File: config.mk
export PLATFORM = sky130hd
export DESIGN_NAME = lifo_reader
export DESIGN_NICKNAME = d
export VERILOG_FILES = /design/src/rtl/lifo_pkg.sv /design/src/rtl/lifo_skid_buf.sv /design/src/rtl/lifo_reader.sv
export SDC_FILE = /design/constraint.sdc
export NUM_CORES = 1
export LEC_CHECK = 0
export CAP_MARGIN = 0
export CORE_ASPECT_RATIO = 0.5
export CORE_MARGIN = 2
export CORE_UTILIZATION = 41
export CTS_CLUSTER_DIAMETER = 150
export CTS_CLUSTER_SIZE = 40
export DETAILED_ROUTE_END_ITERATION = 10
export PLACE_DENSITY = 0.63
export SKIP_LAST_GASP = 1
export SLEW_MARGIN = 20
export SYNTH_ARGS = -nofsm -noshare
export SYNTH_HDL_FRONTEND = slang
export SYNTH_SLANG_ARGS = --single-unit
File: constraint.sdc
create_clock -name clk -period 3 [get_ports clk]
set_input_delay 0.6 -clock clk [delete_from_list [all_inputs] [get_ports clk]]
set_output_delay 0.6 -clock clk [all_outputs]
set_load 0.005 [all_outputs]
File: src/rtl/lifo_pkg.sv
// lifo_pkg: shared FSM state encoding and constants for the LIFO burst reader
package lifo_pkg;
    typedef enum logic [1:0] {IDLE, POP, FLUSH, DONE} state_t;
    localparam int DATA_W_DEF = 4;
    localparam logic POP_CODE = 1'b1;
endpackage

File: src/rtl/lifo_skid_buf.sv
// lifo_skid_buf: 2-entry valid/ready buffer that passes the incoming word straight through when empty
module lifo_skid_buf #(
    parameter int W = 4
) (
    input  logic         clk,
    input  logic         rst_i,
    input  logic         in_valid_i,
    output logic         in_ready_o,
    input  logic [W-1:0] in_data_i,
    output logic         out_valid_o,
    input  logic         out_ready_i,
    output logic [W-1:0] out_data_o,
    output logic [1:0]   count_o
);
    logic [W-1:0] head_q, head_d, tail_q, tail_d;
    logic [1:0]   cnt_q, cnt_d;
    logic         push, pop;

    assign in_ready_o  = cnt_q != 2'd2;
    assign out_valid_o = (cnt_q != 2'd0) || in_valid_i;
    assign out_data_o  = (cnt_q != 2'd0) ? head_q : (in_valid_i ? in_data_i : '0);
    assign count_o     = cnt_q;
    assign push        = in_valid_i && in_ready_o;
    assign pop         = out_valid_o && out_ready_i;

    // head refills from the input or the tail; a word pushed into an empty buffer and taken at once is never stored
    always_comb begin
        cnt_d  = cnt_q + {1'b0, push} - {1'b0, pop};
        head_d = (push && (cnt_q == 2'd0 ? !pop : pop)) ? in_data_i :
                 (pop && cnt_q == 2'd2) ? tail_q : head_q;
        tail_d = (push && cnt_q == 2'd1 && !pop) ? in_data_i : tail_q;
    end

    // buffer storage and occupancy
    always_ff @(posedge clk) begin
        if (rst_i) begin
            cnt_q  <= 2'd0;
            head_q <= '0;
            tail_q <= '0;
        end else begin
            cnt_q  <= cnt_d;
            head_q <= head_d;
            tail_q <= tail_d;
        end
    end
endmodule

File: src/rtl/lifo_reader.sv
// lifo_reader: drains a LIFO stack in bursts into a valid/ready stream; LIFO_READER_PARITY_EN adds out_par
module lifo_reader
    import lifo_pkg::*;
#(
    parameter int DATA_W      = DATA_W_DEF,
    parameter int MAX_BURST_W = 4
) (
    input  logic                   clk,
    input  logic                   Rst,
    input  logic                   start,
    input  logic [MAX_BURST_W-1:0] burst_len,
    output logic                   lifo_EN,
    output logic                   lifo_RW,
    input  logic [DATA_W-1:0]      lifo_dataOut,
    input  logic                   lifo_EMPTY,
    output logic [DATA_W-1:0]      out_data,
    output logic                   out_valid,
    input  logic                   out_ready,
`ifdef LIFO_READER_PARITY_EN
    output logic                   out_par,
`endif
    output logic                   busy,
    output logic                   done,
    output logic                   underflow
);
`ifdef LIFO_READER_PARITY_EN
    localparam int BW = DATA_W + 1;
`else
    localparam int BW = DATA_W;
`endif
    state_t                 state_q, state_d;
    logic [MAX_BURST_W-1:0] rem_q, rem_d;
    logic                   drain_q, drain_d, inflight_q, underflow_q, underflow_d, issue;
    logic                   buf_in_ready;
    logic [1:0]             buf_cnt;
    logic [2:0]             occ;
    logic [BW-1:0]          buf_in, buf_out;

    assign occ = {1'b0, buf_cnt} + {2'b0, inflight_q};
`ifdef LIFO_READER_PARITY_EN
    assign buf_in  = {^lifo_dataOut, lifo_dataOut};
    assign out_par = buf_out[DATA_W];
`else
    assign buf_in  = lifo_dataOut;
`endif
    assign out_data  = buf_out[DATA_W-1:0];
    assign lifo_EN   = issue;
    assign lifo_RW   = issue ? POP_CODE : ~POP_CODE;
    assign busy      = (state_q == POP) || (state_q == FLUSH);
    assign done      = state_q == DONE;
    assign underflow = underflow_q;

    lifo_skid_buf #(.W(BW)) u_buf (
        .clk         (clk),
        .rst_i       (Rst),
        .in_valid_i  (inflight_q),
        .in_ready_o  (buf_in_ready),
        .in_data_i   (buf_in),
        .out_valid_o (out_valid),
        .out_ready_i (out_ready),
        .out_data_o  (buf_out),
        .count_o     (buf_cnt)
    );

    // next state, pop issue and remaining-count; pops stop while two words are already owed to the sink
    always_comb begin
        state_d     = state_q;
        rem_d       = rem_q;
        drain_d     = drain_q;
        underflow_d = underflow_q;
        issue       = 1'b0;
        case (state_q)
            IDLE: if (start) begin
                state_d     = POP;
                rem_d       = burst_len;
                drain_d     = burst_len == '0;
                underflow_d = lifo_EMPTY;
            end
            POP: begin
                issue = !Rst && !lifo_EMPTY && buf_in_ready && (drain_q || rem_q != '0) && occ < 3'd2;
                rem_d = (issue && !drain_q) ? rem_q - MAX_BURST_W'(1) : rem_q;
                if ((!drain_q && rem_d == '0) || (lifo_EMPTY && !issue)) state_d = FLUSH;
            end
            FLUSH: if (!inflight_q && buf_cnt == 2'd0) state_d = DONE;
            DONE: state_d = IDLE;
            default: state_d = IDLE;
        endcase
    end

    // FSM state, burst bookkeeping, in-flight pop flag and sticky underflow
    always_ff @(posedge clk) begin
        if (Rst) begin
            state_q     <= IDLE;
            rem_q       <= '0;
            drain_q     <= 1'b0;
            inflight_q  <= 1'b0;
            underflow_q <= 1'b0;
        end else begin
            state_q     <= state_d;
            rem_q       <= rem_d;
            drain_q     <= drain_d;
            inflight_q  <= issue;
            underflow_q <= underflow_d;
        end
    end
endmodule

* Word level (Yosys, flattened, before mapping) *
Cells that the tools add are included.

word-level totals
  register bits after elaboration = 19
  input bits = 13
  output and inout port bits = 10
  word-level logic and storage cells = 71

operators by class
  add/sub/neg operators = 4
  magnitude comparators = 1
  equality and inequality tests = 9
  muxes and demuxes = 14
  reductions and logical operators = 35

operators by type and width
  kind                                                         count
  2-to-1 mux 4 bit                                             6
  logical AND 1 bit                                            14
  zero test 4 bit                                              2
  one-hot mux 2 bit (4 select lines)                           1
  one-hot mux 4 bit (2 select lines)                           1
  equality test 2 bit (second input constant)                  3
  zero test 1 bit                                              6
  2-to-1 mux 2 bit                                             3
  nonzero test 2 bit                                           3
  equality test 2 x 1 -> 1 bit (second input constant)         2
  zero test 2 bit                                              2
  logical OR 1 bit                                             4
  != test 2 x 1 -> 1 bit (second input constant)               2
  != test 2 bit (second input constant)                        2
  AND reduction 2 bit                                          2
  nonzero test 4 bit                                           1
  subtractor 4 x 1 -> 4 bit (second input constant)            1
  adder 2 x 1 -> 3 bit                                         1
  less-than comparator 3 x 2 -> 1 bit (second input constant)  1
  2-to-1 mux 1 bit                                             3
  AND reduction 3 bit                                          1
  adder 2 x 1 -> 2 bit                                         1
  subtractor 2 x 1 -> 2 bit                                    1

* Depth between registers and ports, before layout *
  depth in word-level cells = 12
  gate-level depth with buffers = 9
  gate-level depth less buffers = 8

* Hierarchy *
From an unflattened synthesis, not the netlist that was laid out.

second synthesis, totals
  cells, all modules = 159
  area total of the unflattened synthesis = 1,343.8 sq um

modules (own cells, without submodules)
  module         instances  cells an instance  area each (sq um)  sequential area each (sq um)
  lifo_reader    1          90                 740.7              180.2
  lifo_skid_buf  1          69                 603.1              200.2

* Worst setup path before layout *
No wires, ideal clock.

  kind = input to output
  start point = input Rst
  end point = output lifo_RW
  arrival time = 1,568 ps
  required time = 2,400 ps
  setup slack = 832 ps
  cell stages on the path = 4
  path buffers = 2
  path through = buf_2 -> a2111o_1 -> nor3_1 -> buf_4

on the way
  word-level cells in the longest chain between the ends = 7

RTL lines
  item                            line               RTL
  from (decl)                     lifo_reader.sv:9   input logic Rst,
  zero test 1 bit                 lifo_reader.sv:80  issue = !Rst && !lifo_EMPTY && buf_in_ready && (drain_q || rem_q != '0) && occ < 3'd2;
  logical AND 1 bit (4 in a row)  lifo_reader.sv:80
  2-to-1 mux 1 bit                lifo_reader.sv:72  case (state_q)
  named net lifo_EN               lifo_reader.sv:12  output logic lifo_EN,
  2-to-1 mux 1 bit                lifo_reader.sv:48  assign lifo_RW = issue ? POP_CODE : ~POP_CODE;
  to (decl)                       lifo_reader.sv:13  output logic lifo_RW,

The timed path passes the listed nets, and every way through them passes these cells.

* Worst setup path in the final report *
  start point = input Rst
  end point = output lifo_RW

on the way
  word-level cells in the longest chain between the ends = 7

RTL lines
  item                            line
  zero test 1 bit                 lifo_reader.sv:80
  logical AND 1 bit (4 in a row)  lifo_reader.sv:80
  2-to-1 mux 1 bit                lifo_reader.sv:72
  2-to-1 mux 1 bit                lifo_reader.sv:48

No other way between the ends.

==> qor.yml <==
synth:
  synth_warnings: 0
  ys_types: 42
  syn-cell-area_mm2: 0.00124
  synthArstFlopShare: 0
  synthMuxAreaShare: 0.0727
  synth-adder-area-share: 0.0808
  avgSynthCellArea_um2: 8.31
  syn_nets: 170
  synth_simple_gate_area_frac: 0.233
  synth_edf_count: 0
  ys_seq_elements: 19
  synth-main-ff-cell: "dfxtp_1"
  synth_compound_area_frac: 0.214
  synthCells: 149
  synth_largest_area_cell: "dfxtp_1"
  synth_seq_area_share: 0.307
  synth_xor_area_frac: 0.0212
  synth_top_cells_by_count: "dfxtp_1 (19), nand2_1 (16), nor2_1 (12), inv_1 (10), mux2i_1 (9)"
  synth_top_area_frac: 0.307
  synth_most_common_cell: "dfxtp_1"
  synth.area.top_cells: "dfxtp_1 (31%), ha_1 (8.1%), mux2i_1 (7.3%), nand2_1 (4.8%), nor2_1 (3.6%)"
  synth_top_family_by_area: "simple AND/OR/NAND/NOR gates"
detailed_routing:
  drt_pass1_iterations: 4
  drtIter0Drc: 35
  wl_per_cell_um: 12.8
  vias_per_cell: 5.28
  wirelength_um: 2710
  num_vias: 1119
  drc_errors: 0
  ant_nets: 0
placement:
  hpwl_um: 2010
  port_buffers: 22
  placed_area_mm2: 0.00149
  place.gp.congestion: 0.820
  post-place-ws_ns: 0.201
clock_tree:
  post-cts-setup-buffer-count: 0
  cts_num_sinks: 19
  cts_buffer_depth: 2
  holdBufCountCts: 0
  ctsResizeCount: 0
  cts_buffers: 3
  root_buffer: "clkbuf_8"
  h-tree-depth: 1
  cts_tree: "done"
  clkTransAtPathRegs_ns: 0.07
  clock_latency_ns: 0.26
worst_hold_path:
  worstHoldStart: "underflow"
  min_path_type: "reg -> reg"
cells_and_area:
  synthToLayoutAreaGrowth_pct: 23.9
  antenna_cells: 0
  drive_gt1_frac: 0.0698
  final_net_count: 194
  fill_cells: 288
  design_area_mm2: 0.00154
power_and_ir_drop:
  design_power_total_mw: 1.13
  leakagePower_nw: 0.615
  ir_worst_vdd_mv: 0.333
  p_per_area_mw_per_mm2: 739
sta:
  hold_viol: 0
  tightest_slew_ns: 0.484
  relSlewSlack: 0.677
  hold_ws_ns: 0.471
  max_freq_mhz: 357
  drv_slew: 0
  worst_clock_skew_ns: 0.00394
  setup_tns_ns: 0
  finalCritPeriodShare: 0.932
  finalCriticalPeriod_ns: 2.80
  finalWorstSetupSlack_ns: 0.203
  setup_viol: 0
  rsz0062_at_grt: "false"
run_status:
  status: "completed"
worst_setup_path:
  cp.required_ns: 2.40
  r2r-end: "u_buf.count_o[1]"
  reg2reg_from: "u_buf.count_o[0]"
  cp-end-kind: "output port"
  cpMostUsedCell: "clkdlybuf4s50_1"
  ff2ff_setup_slack_ns: 0.95
  crit_path_start: "Rst"
  worstSetupEndpoint: "lifo_RW"
  crit_type: "in -> out"
  reg2regPathDepth: 8
  crit_chain: "clkdlybuf4s50_1 -> a2111o_1 -> nor3_1 -> clkdlybuf4s50_1"
  cpMaxStageDelayCell: "clkdlybuf4s50_1"
  cp_max_fo: 4
  worst_path_largest_cell_delay_ns: 0.54
  crit_arrival_ns: 2.20
  cp-start-kind: "input pin"
floorplanning:
  initial_core_util: 0.421
  num_rows: 14
  fp.coreArea_mm2: 0.00294
  die_h_um: 42.9
  fp.dieArea_mm2: 0.00350
  ioPinCount: 23
  chipWidth_um: 81.7
flow_run:
  cap_violations: 0
grt:
  grt_pass1_vias: 1015
  grt_antenna_before_repair: 0
  grt_max_degree: 20
  grt_usage: 0.170
  grt_pass1_wl_um: 4550
  overflow: 0
-- cell type report --
type / count / area (µm²) / share of cell area
tap: 40 / 50.0 / 0.0326
inverter: 10 / 37.5 / 0.0244
timing repair buffer: 26 / 250 / 0.163
clock inverter: 1 / 5.00 / 0.00326
multi-input combinational: 113 / 771 / 0.502
sequential: 19 / 380 / 0.248
clock buffer: 3 / 41.3 / 0.0269
-- placed cells by master, fill, tap and decap left out, types with 2 or more instances in the layout --
| master | Yosys | layout |
|---|---|---|
| o211ai_1 | 2 | 2 |
| nor2_1 | 12 | 12 |
| nand2_1 | 16 | 16 |
| nor3_1 | 5 | 5 |
| clkdlybuf4s50_1 | 0 | 22 |
| and3_1 | 2 | 2 |
| and4b_1 | 2 | 2 |
| ha_1 | 8 | 8 |
| o21ai_1 | 3 | 3 |
| dfxtp_1 | 19 | 19 |
| nor2b_1 | 5 | 5 |
| nand3_1 | 7 | 7 |
| a21oi_1 | 8 | 8 |
| buf_4 | 2 | 4 |
| inv_1 | 10 | 10 |
| mux2i_1 | 9 | 9 |
| o21ai_0 | 8 | 8 |
| xnor2_1 | 2 | 2 |
| clkbuf_8 | 0 | 3 |
| a211oi_1 | 4 | 4 |
-- kinds of logic (layout without fill, tap and decap cells) --
| family | Yosys count | after routing |
|---|---|---|
| xor+xnor | 3 | 3 |
| mux | 9 | 9 |
| buf+inv | 17 | 40 |
| fa+ha+maj | 8 | 8 |
| flops | 19 | 19 |
| simple gates | 57 | 57 |
| compound gates | 36 | 36 |
-- worst min-delay path by stage --
stage / cells past startpoint / endpoint
6_report: 2 / underflow
5_1_grt: 2 / underflow
4_1_cts: 2 / underflow
3_5_place_dp: 2 / underflow
3_3_place_gp: 2 / underflow
2_1_floorplan: 2 / drain_q
-- state kept, by name, indices dropped and copies added (netlist names) --
| name | flops |
|---|---|
| u_buf.count_o | 2 |
| rem_q | 4 |
| u_buf.tail_q | 4 |
| inflight_q | 1 |
| state_q | 2 |
| drain_q | 1 |
| underflow | 1 |
| u_buf.head_q | 4 |
-- metal layers --
metal	vias to the layer above	GRT usage	routed length, µm
met1	502	0.216	1300
met4	0	0.0467	24
met2	28	0.278	1260
met3	4	0.0532	133
li1	585	-	-
met5	-	0	0
-- metrics by stage --
stage	utilization	std cells
after global placement	0.506	208
after detailed placement	0.506	208
after CTS	0.522	212
after floorplan	-	149
final	0.522	212
after global routing	0.522	212
-- report_power, final --
| group | internal [mW] | switching, mW |
|---|---|---|
| logic | 0.272 | 0.304 |
| clock network | 0.0924 | 0.0879 |
| registers | 0.300 | 0.0778 |
-- worst max-delay path: cells and delay by family --
kind	cells	cell delay, ns
AND/OR/NAND/NOR	1	0.23
AO/OA/AOI/OAI	1	0.40
buffers and inverters	2	0.96
Note: power is estimated with default switching activity, not from simulation.
